<file path="config.mk">
export PLATFORM = sky130hd
export DESIGN_NAME = easyaxi_rd_arb
export DESIGN_NICKNAME = d
export VERILOG_FILES = /design/src/rtl/easyaxi_rd_arb.sv
export SDC_FILE = /design/constraint.sdc
export NUM_CORES = 1
export LEC_CHECK = 0
export CORE_AREA = 3 3 107 109
export DETAILED_ROUTE_END_ITERATION = 16
export DIE_AREA = 0 0 110 112
export PLACE_DENSITY = 0.69
export SYNTH_ARGS = -nofsm -noshare
export SYNTH_HDL_FRONTEND = slang
export SYNTH_SLANG_ARGS = --single-unit
</file>
<file path="constraint.sdc">
create_clock -name clk -period 3.3 [get_ports clk]
set_clock_uncertainty 0.1 [all_clocks]
set_input_delay 0.66 -clock clk [delete_from_list [all_inputs] [get_ports clk]]
set_output_delay 0.66 -clock clk [all_outputs]
set_load 0.01 [all_outputs]
</file>
<file path="src/rtl/easyaxi_rd_arb.sv">
// Two-master read-channel arbiter in front of one EASYAXI read slave.
// Round-robin AR grant with stall lock; R beats steered by an in-order grant FIFO.
module easyaxi_rd_arb #(
  parameter int OST_DEPTH   = 8,
  parameter int AXI_ID_W    = 4,
  parameter int AXI_ADDR_W  = 32,
  parameter int AXI_LEN_W   = 8,
  parameter int AXI_SIZE_W  = 3,
  parameter int AXI_BURST_W = 2,
  parameter int AXI_DATA_W  = 32,
  parameter int AXI_RESP_W  = 2
) (
  input  logic                   clk,
  input  logic                   rst,
  input  logic                   enable,
  input  logic                   axi_mst0_arvalid,
  output logic                   axi_mst0_arready,
  input  logic [AXI_ID_W-1:0]    axi_mst0_arid,
  input  logic [AXI_ADDR_W-1:0]  axi_mst0_araddr,
  input  logic [AXI_LEN_W-1:0]   axi_mst0_arlen,
  input  logic [AXI_SIZE_W-1:0]  axi_mst0_arsize,
  input  logic [AXI_BURST_W-1:0] axi_mst0_arburst,
  output logic                   axi_mst0_rvalid,
  input  logic                   axi_mst0_rready,
  output logic [AXI_ID_W-1:0]    axi_mst0_rid,
  output logic [AXI_DATA_W-1:0]  axi_mst0_rdata,
  output logic [AXI_RESP_W-1:0]  axi_mst0_rresp,
  output logic                   axi_mst0_rlast,
  input  logic                   axi_mst1_arvalid,
  output logic                   axi_mst1_arready,
  input  logic [AXI_ID_W-1:0]    axi_mst1_arid,
  input  logic [AXI_ADDR_W-1:0]  axi_mst1_araddr,
  input  logic [AXI_LEN_W-1:0]   axi_mst1_arlen,
  input  logic [AXI_SIZE_W-1:0]  axi_mst1_arsize,
  input  logic [AXI_BURST_W-1:0] axi_mst1_arburst,
  output logic                   axi_mst1_rvalid,
  input  logic                   axi_mst1_rready,
  output logic [AXI_ID_W-1:0]    axi_mst1_rid,
  output logic [AXI_DATA_W-1:0]  axi_mst1_rdata,
  output logic [AXI_RESP_W-1:0]  axi_mst1_rresp,
  output logic                   axi_mst1_rlast,
  output logic                   axi_slv_arvalid,
  input  logic                   axi_slv_arready,
  output logic [AXI_ID_W-1:0]    axi_slv_arid,
  output logic [AXI_ADDR_W-1:0]  axi_slv_araddr,
  output logic [AXI_LEN_W-1:0]   axi_slv_arlen,
  output logic [AXI_SIZE_W-1:0]  axi_slv_arsize,
  output logic [AXI_BURST_W-1:0] axi_slv_arburst,
  input  logic                   axi_slv_rvalid,
  output logic                   axi_slv_rready,
  input  logic [AXI_ID_W-1:0]    axi_slv_rid,
  input  logic [AXI_DATA_W-1:0]  axi_slv_rdata,
  input  logic [AXI_RESP_W-1:0]  axi_slv_rresp,
  input  logic                   axi_slv_rlast
);

  localparam int PTR_W = $clog2(OST_DEPTH);
  localparam logic [PTR_W:0] CNT_FULL = (PTR_W+1)'(OST_DEPTH);

  logic                 rr_ptr_r;
  logic                 lock_r;
  logic                 lock_idx_r;
  logic [OST_DEPTH-1:0] fifo_r;
  logic [PTR_W-1:0]     wr_ptr_r;
  logic [PTR_W-1:0]     rd_ptr_r;
  logic [PTR_W:0]       cnt_r;

  logic full, empty, gnt_vld, gnt_idx, head, ar_hs, push, pop;

  assign full  = (cnt_r == CNT_FULL);
  assign empty = (cnt_r == '0);
  assign head  = fifo_r[rd_ptr_r];

  always_comb begin
    gnt_vld = 1'b0;
    gnt_idx = 1'b0;
    if (lock_r) begin
      gnt_vld = 1'b1;
      gnt_idx = lock_idx_r;
    end else if (enable && !full) begin
      if (axi_mst0_arvalid && axi_mst1_arvalid) begin
        gnt_vld = 1'b1;
        gnt_idx = rr_ptr_r;
      end else if (axi_mst0_arvalid || axi_mst1_arvalid) begin
        gnt_vld = 1'b1;
        gnt_idx = axi_mst1_arvalid;
      end
    end
  end

  // AR path; everything is held at 0 while rst is high
  assign axi_slv_arvalid  = ~rst & gnt_vld & (gnt_idx ? axi_mst1_arvalid : axi_mst0_arvalid);
  assign axi_slv_arid     = rst ? '0 : (gnt_idx ? axi_mst1_arid    : axi_mst0_arid);
  assign axi_slv_araddr   = rst ? '0 : (gnt_idx ? axi_mst1_araddr  : axi_mst0_araddr);
  assign axi_slv_arlen    = rst ? '0 : (gnt_idx ? axi_mst1_arlen   : axi_mst0_arlen);
  assign axi_slv_arsize   = rst ? '0 : (gnt_idx ? axi_mst1_arsize  : axi_mst0_arsize);
  assign axi_slv_arburst  = rst ? '0 : (gnt_idx ? axi_mst1_arburst : axi_mst0_arburst);
  assign axi_mst0_arready = ~rst & gnt_vld & ~gnt_idx & axi_slv_arready;
  assign axi_mst1_arready = ~rst & gnt_vld &  gnt_idx & axi_slv_arready;

  // R path, steered by the oldest outstanding grant
  assign axi_mst0_rvalid = ~rst & ~empty & ~head & axi_slv_rvalid;
  assign axi_mst1_rvalid = ~rst & ~empty &  head & axi_slv_rvalid;
  assign axi_slv_rready  = ~rst & ~empty & (head ? axi_mst1_rready : axi_mst0_rready);
  assign axi_mst0_rid    = rst ? '0 : axi_slv_rid;
  assign axi_mst0_rdata  = rst ? '0 : axi_slv_rdata;
  assign axi_mst0_rresp  = rst ? '0 : axi_slv_rresp;
  assign axi_mst0_rlast  = ~rst & axi_slv_rlast;
  assign axi_mst1_rid    = rst ? '0 : axi_slv_rid;
  assign axi_mst1_rdata  = rst ? '0 : axi_slv_rdata;
  assign axi_mst1_rresp  = rst ? '0 : axi_slv_rresp;
  assign axi_mst1_rlast  = ~rst & axi_slv_rlast;

  assign ar_hs = axi_slv_arvalid & axi_slv_arready;
  assign push  = ar_hs;
  assign pop   = axi_slv_rvalid & axi_slv_rready & axi_slv_rlast;

  always_ff @(posedge clk) begin
    if (rst) begin
      rr_ptr_r   <= 1'b0;
      lock_r     <= 1'b0;
      lock_idx_r <= 1'b0;
      fifo_r     <= '0;
      wr_ptr_r   <= '0;
      rd_ptr_r   <= '0;
      cnt_r      <= '0;
    end else begin
      if (ar_hs) begin
        lock_r           <= 1'b0;
        rr_ptr_r         <= ~gnt_idx;
        fifo_r[wr_ptr_r] <= gnt_idx;
        wr_ptr_r         <= wr_ptr_r + 1'b1;
      end else if (axi_slv_arvalid) begin
        // slave stalled: pin the grant so the payload cannot switch masters
        lock_r     <= 1'b1;
        lock_idx_r <= gnt_idx;
      end
      if (pop)
        rd_ptr_r <= rd_ptr_r + 1'b1;
      if (push && !pop)
        cnt_r <= cnt_r + 1'b1;
      else if (pop && !push)
        cnt_r <= cnt_r - 1'b1;
    end
  end

endmodule

</file>
==> run metrics <==
DP Wirelength 10.2 mm; met2 usage 0.348; drt pass-1 iters 5; min Tclk post-route 3.18 ns; IO Count 279; # nets final about 770; die width approximately 110 um; Worst Setup Path Type in2out; IO buf count between 200 and 300; Root Driver clkbuf_8; most frequent cells in the layout 224 x clkdlybuf4s50_1, 106 x nand2_1, 51 x a21oi_1; Num CTS Buffers 3; die area approximately 12,000 sq um; sequential fraction of the synthesis area 0.171; H-tree levels 1; chip height 112 um; run status finished, final reports clean; pre-CTS WS -0.368 ns; CTS clk-pin slew, worst paths 0.08 ns; vias in the first global route ~3.6k; largest net degree at the start of global routing 62; Mapped Nets around 530; slew at the pin with the worst max-slew slack 0.621 ns; reg-to-reg setup timing slack between 0.15 and 0.2 ns; leakage power 2.23 nW; Starting Density 0.229; drt initial violations 219; Syn. warnings 0; Core Util, Final 0.485; fin. max-slew vios 0; Max-Cap Viols 0; Clock Sinks 21; fin cells ~760; Yosys top cell area share 0.171; post-route clock period utilization 0.962; total chip power 1.08 mW; initial antenna violation count 0; CP startpoint kind input port; first-pass GRT wire length 19.3 mm; cell accounting for the most synthesized area dfxtp_1; GR Layer Usage met1 0.250; Setup crit end kind primary output; Final Hold Fails 0; P per Cell Area ~210 nW/um^2; DRC violations left 0; CTS tree done; diodes inserted 0; top cell family by delay on the critical path buffers and inverters; slowest stage cell on the critical path clkdlybuf4s50_1; Clock Latency Late Sink ~0.26 ns; Final WS setup around 0.12 ns; vias per cell between 4 and 5; Mapped Avg Cell Area between 6 and 7 sq um; cell row count 38; Tot GR Track Use 0.200; CTS Buffer Depth 2; post-synth cell types 43; flops & latches, synth 21; Area Overhead vs Synth 111%; Post-DP Area between 5000 and 6000 sq um; Setup Viol. Count Final 0; worst relative slew slack 0.586; unrepaired setup endpoints after global routing false; detailed-route wire length per cell 17.3 um; max incr delay on CP roughly 0.42 ns; Final TNS setup 0 ns; placed insts around 750; Routed Wire Length ~13 mm; worst path cell trace clkdlybuf4s50_1 -> inv_1 -> o21ai_2 -> buf_4 -> o31ai_4 -> buf_6 -> buf_12 -> nand2_1 -> a21oi_1 -> dlygate4sd2_1; commonest non-fill, non-tap cell in the layout clkdlybuf4s50_1; core area 10,700 sq um; Hold Slack approximately 0.38 ns; f_max 315 MHz; critical path arrival approximately 2.4 ns; Mapped Cells 377; Critical Path Fanout Max 13; busiest grt layer met2; placer congestion estimate 0.992; Post-DRT Antenna Nets 0; fin area just over 5000 sq um; met3 Use GR 0.0435; layout cells sized above 1 0.135; VDD IR max between 0.1 and 0.15 mV; # hold bufs at CTS 0; HP Class reg2reg; synth top area cells dfxtp_1 17%, nand2_1 16%, buf_4 12%; mapped cell area 2450 sq um; Via Count ~3.4k; grt total ovfl 0; WP buf/inv 6; Worst Path Required 2.54 ns
## cells in the mapped netlist
master	n
o21ai_0	4
buf_2	5
mux2i_2	1
o21a_1	1
buf_1	1
nor3_1	1
and3_1	2
a21o_1	1
mux2_4	1
inv_1	6
a21oi_1	55
xor2_1	1
dfxtp_1	21
mux4_1	2
nand4b_1	4
nor2_1	16
xnor2_1	3
a31o_2	1
ha_1	5
nor4b_2	1
mux2i_1	12
o21ai_1	1
fa_1	1
and4bb_2	1
nand2_1	106
nor3b_1	3
nor2b_1	40
or2b_1	1
nand2b_1	3
clkinv_1	1
clkbuf_1	19
buf_4	39
a211oi_2	1
o31ai_1	2
nand3_1	1
a211oi_1	2
and3_2	1
or3_1	2
nand2b_4	1
and2_1	2
o31a_1	1
nor4_1	1
nand4_1	4
## layer usage
layer / wire length [um] / up-vias
li1: - / 1691
met1: 5190 / 1550
met2: 6590 / 175
met3: 1170 / 18
met4: 190 / 0
met5: 0 / -
## worst register-to-register path, cell delays in order, from the launching register on
cell      delay (ns)
dfxtp_4         0.38
mux4_1          0.56
mux2_4          0.30
mux2i_2         0.20
nand2b_4        0.16
ha_1            0.15
inv_1           0.06
ha_1            0.26
a21o_1          0.20
a21oi_2         0.15
xnor2_1         0.09
or3_1           0.31
a21oi_1         0.14
## final cells by class
type / count / area [sq um]
Clock buffer: 4 / 45.0
Tap cell: 140 / 175
Inverter: 7 / 26.3
Fill cell: 1057 / 5510
Timing Repair Buffer: 304 / 2870
Sequential cell: 21 / 424
Multi-Input combinational cell: 285 / 1640
## flip-flops by register name, summed over array words and instances (netlist names)
register / cells
fifo_r: 8
cnt_r: 4
rd_ptr_r: 3
wr_ptr_r: 3
lock_idx_r: 1
lock_r: 1
rr_ptr_r: 1
## where the power goes
group | switching [mW] | internal [mW] | leakage (nW) | total, mW
clock network | 0.0820 | 0.0860 | 0.0228 | 0.168
logic | 0.266 | 0.376 | 2.04 | 0.642
registers | 0.0122 | 0.261 | 0.171 | 0.274
total | 0.360 | 0.724 | 2.23 | 1.08
## worst paths after layout
kind              cells past startpoint              from            endpoint
setup / recovery                     10  axi_mst0_arvalid  axi_slv_araddr[19]
setup reg to reg                     12       rd_ptr_r[0]            cnt_r[3]
hold reg to reg                       2          rr_ptr_r            rr_ptr_r
hold / removal                        2          rr_ptr_r            rr_ptr_r
## kinds of logic after synthesis
group,synth area share
AND/OR/NAND/NOR,0.375
buffers and inverters,0.171
AO/OA/AOI/OAI,0.153
flip-flops,0.171
multiplexers,0.0821
adder cells (fa/ha/maj),0.0337
XOR/XNOR,0.0143
## repair_timing
action / 4_1_cts / 5_1_grt
buffers inserted: 3 / 2
resized for setup: 119 / 47
cloned: 2 / 1
endpoints found under the setup margin: 52 / 50
pin swaps: 1 / 0
(Power assumes the default switching activity.)
==> patch: new RTL, same flow settings <==
`OST_DEPTH`: 8 -> 32.
--- a/src/rtl/easyaxi_rd_arb.sv
+++ b/src/rtl/easyaxi_rd_arb.sv
@@ -1,7 +1,7 @@
 // Two-master read-channel arbiter in front of one EASYAXI read slave.
 // Round-robin AR grant with stall lock; R beats steered by an in-order grant FIFO.
 module easyaxi_rd_arb #(
-  parameter int OST_DEPTH   = 8,
+  parameter int OST_DEPTH   = 32,
   parameter int AXI_ID_W    = 4,
   parameter int AXI_ADDR_W  = 32,
   parameter int AXI_LEN_W   = 8,
Check against the original RTL: no difference found for any inputs over 4 cycles, from zero or initial values and one cycle with rst high; that may be too few to reach the edited logic, so the function may still have changed.
==> patch against the unedited design <==
- the flow now finishes with violations (setup timing)
- largest power group unchanged
- critical endpoint is now cnt_r[5]$_SDFFE_PP0P_
- synthesized area grew 66%
- synthesized cell count grew 46%
- design area grew 33%
- setup slack lost 170 ps
- via count grew 38%
- power grew 68%
- sequential cell count grew 30
- wire length grew 17%
- critical path depth grew 5
- highest routed layer unchanged
- global-route usage grew 3.9 points
- fmax shrank 5.1%
- count of clock-buffer cells in the layout grew 1
==> patch: results (changes against the unedited design) <==
Synth Net Count 708 (+34%); top cells by count, synth nand2_1 (108), a21oi_1 (90), dfxtp_1 (51); violated checks setup timing; hpwl dp 11.9 mm (+17%); reg2reg start rd_ptr_r[1]$_SDFFE_PP0P_; number of gates resized after CTS 106 (-11%); largest registers fifo_r: 32 flops, cnt_r: 6 flops; post-place instance area 0.00688 mm2 (+32%); met2 wire len 7.92 mm (+20%); Avg Cell Area, Syn 7.41 um2 (+14%); CP Data Arrival Time 3450 ps (+1030 ps); Total Neg Setup Slack -46.3 ps (-46.3 ps); distinct cell type count after synthesis 50 (+16%); post-synthesis mux area share 8.40% (+0.19 points); worst hold slack 422 ps (+42.8 ps); routability congestion estimate 0.882 (-11%); first-pass GRT wire length 23.6 mm (+22%); worst setup path end cnt_r[5]$_SDFFE_PP0P_; met1 WL 5.59 mm (+7.8%); initial drt markers 275 (+26%); sequential fraction of the synthesis area 25.0% (+7.9 points); net switching power 591 uW (+64%); maximum net fanout on the critical path 3 (-10); via count 4747 (+38%); Setup Fix Bufs, Post-CTS 4 (+1); Slew @ Worst Pin 934 ps (+314 ps); CTS H-tree lvls 2 (+1); DRT Pass-1 Iters 4 (-1); final setup vio count 1 (+1); GRT Overall Usage 23.9% (+3.9 points); largest net degree at the start of global routing 139 (+120%); CTS buffer count 5 (+2); status complete, but fails checks; DP Worst Slack -375 ps (-7.58 ps); fin cells 930 (+22%); layout cells sized above 1 16.8% (+3.3 points); total wire length 15.4 mm (+17%); met3 WL 1.44 mm (+24%); Worst Slack Setup Final -46.3 ps (-170 ps); Synth Area in Compound Gates 23.3% (+8.0 points); Synth area leaders dfxtp_1 (25%), a21oi_1 (11%), nand2_1 (9.9%); R2R cell count 14 (+2); Worst-path clk slew 100 ps (+20 ps); WHS Endpoint fifo_r[28]$_SDFFE_PP0P_; CP delay by family, top compound AO/OA/AOI/OAI gates; XOR/XNOR Fraction of Synth Area 1.29% (-0.14 points); worst skew pair latency 310 ps (+50 ps); Pleak 2.75 nW (+23%); # placed instances 916 (+22%); IR drop worst, VDD 0.217 mV (+72%)
## patch: area by class of cell
class / instances / area (um2)
flip-flops and latches: 51 / 1030
fillers: 963 / 3820
well taps: 140 / 175
multi-input cells: 398 / 2560
repair buffers: 320 / 2960
clock buffers: 5 / 68.8
inverters: 13 / 51.3
clock inverters: 3 / 27.5
## patch: worst min-delay path, cell delays in order, from the launching register on
cell	delay (ps)
dfxtp_1	320
a21oi_1	110
a311oi_1	50
## patch: power by group through the flow
stage               clock (mW)  sequential, mW  combinational [mW]
floorplan                    0           0.656               0.364
global placement             0           0.662               0.795
detailed placement           0           0.662               0.805
CTS                      0.401           0.648               0.802
global route             0.421           0.650               0.852
finish                   0.392           0.648               0.785
## patch: layer usage
| layer | up-vias | GRT usage (%) |
|---|---|---|
| li1 | 2352 | - |
| met1 | 2131 | 27.5 |
| met2 | 236 | 43.4 |
| met3 | 28 | 5.62 |
| met4 | 0 | 6.48 |
| met5 | - | 0 |
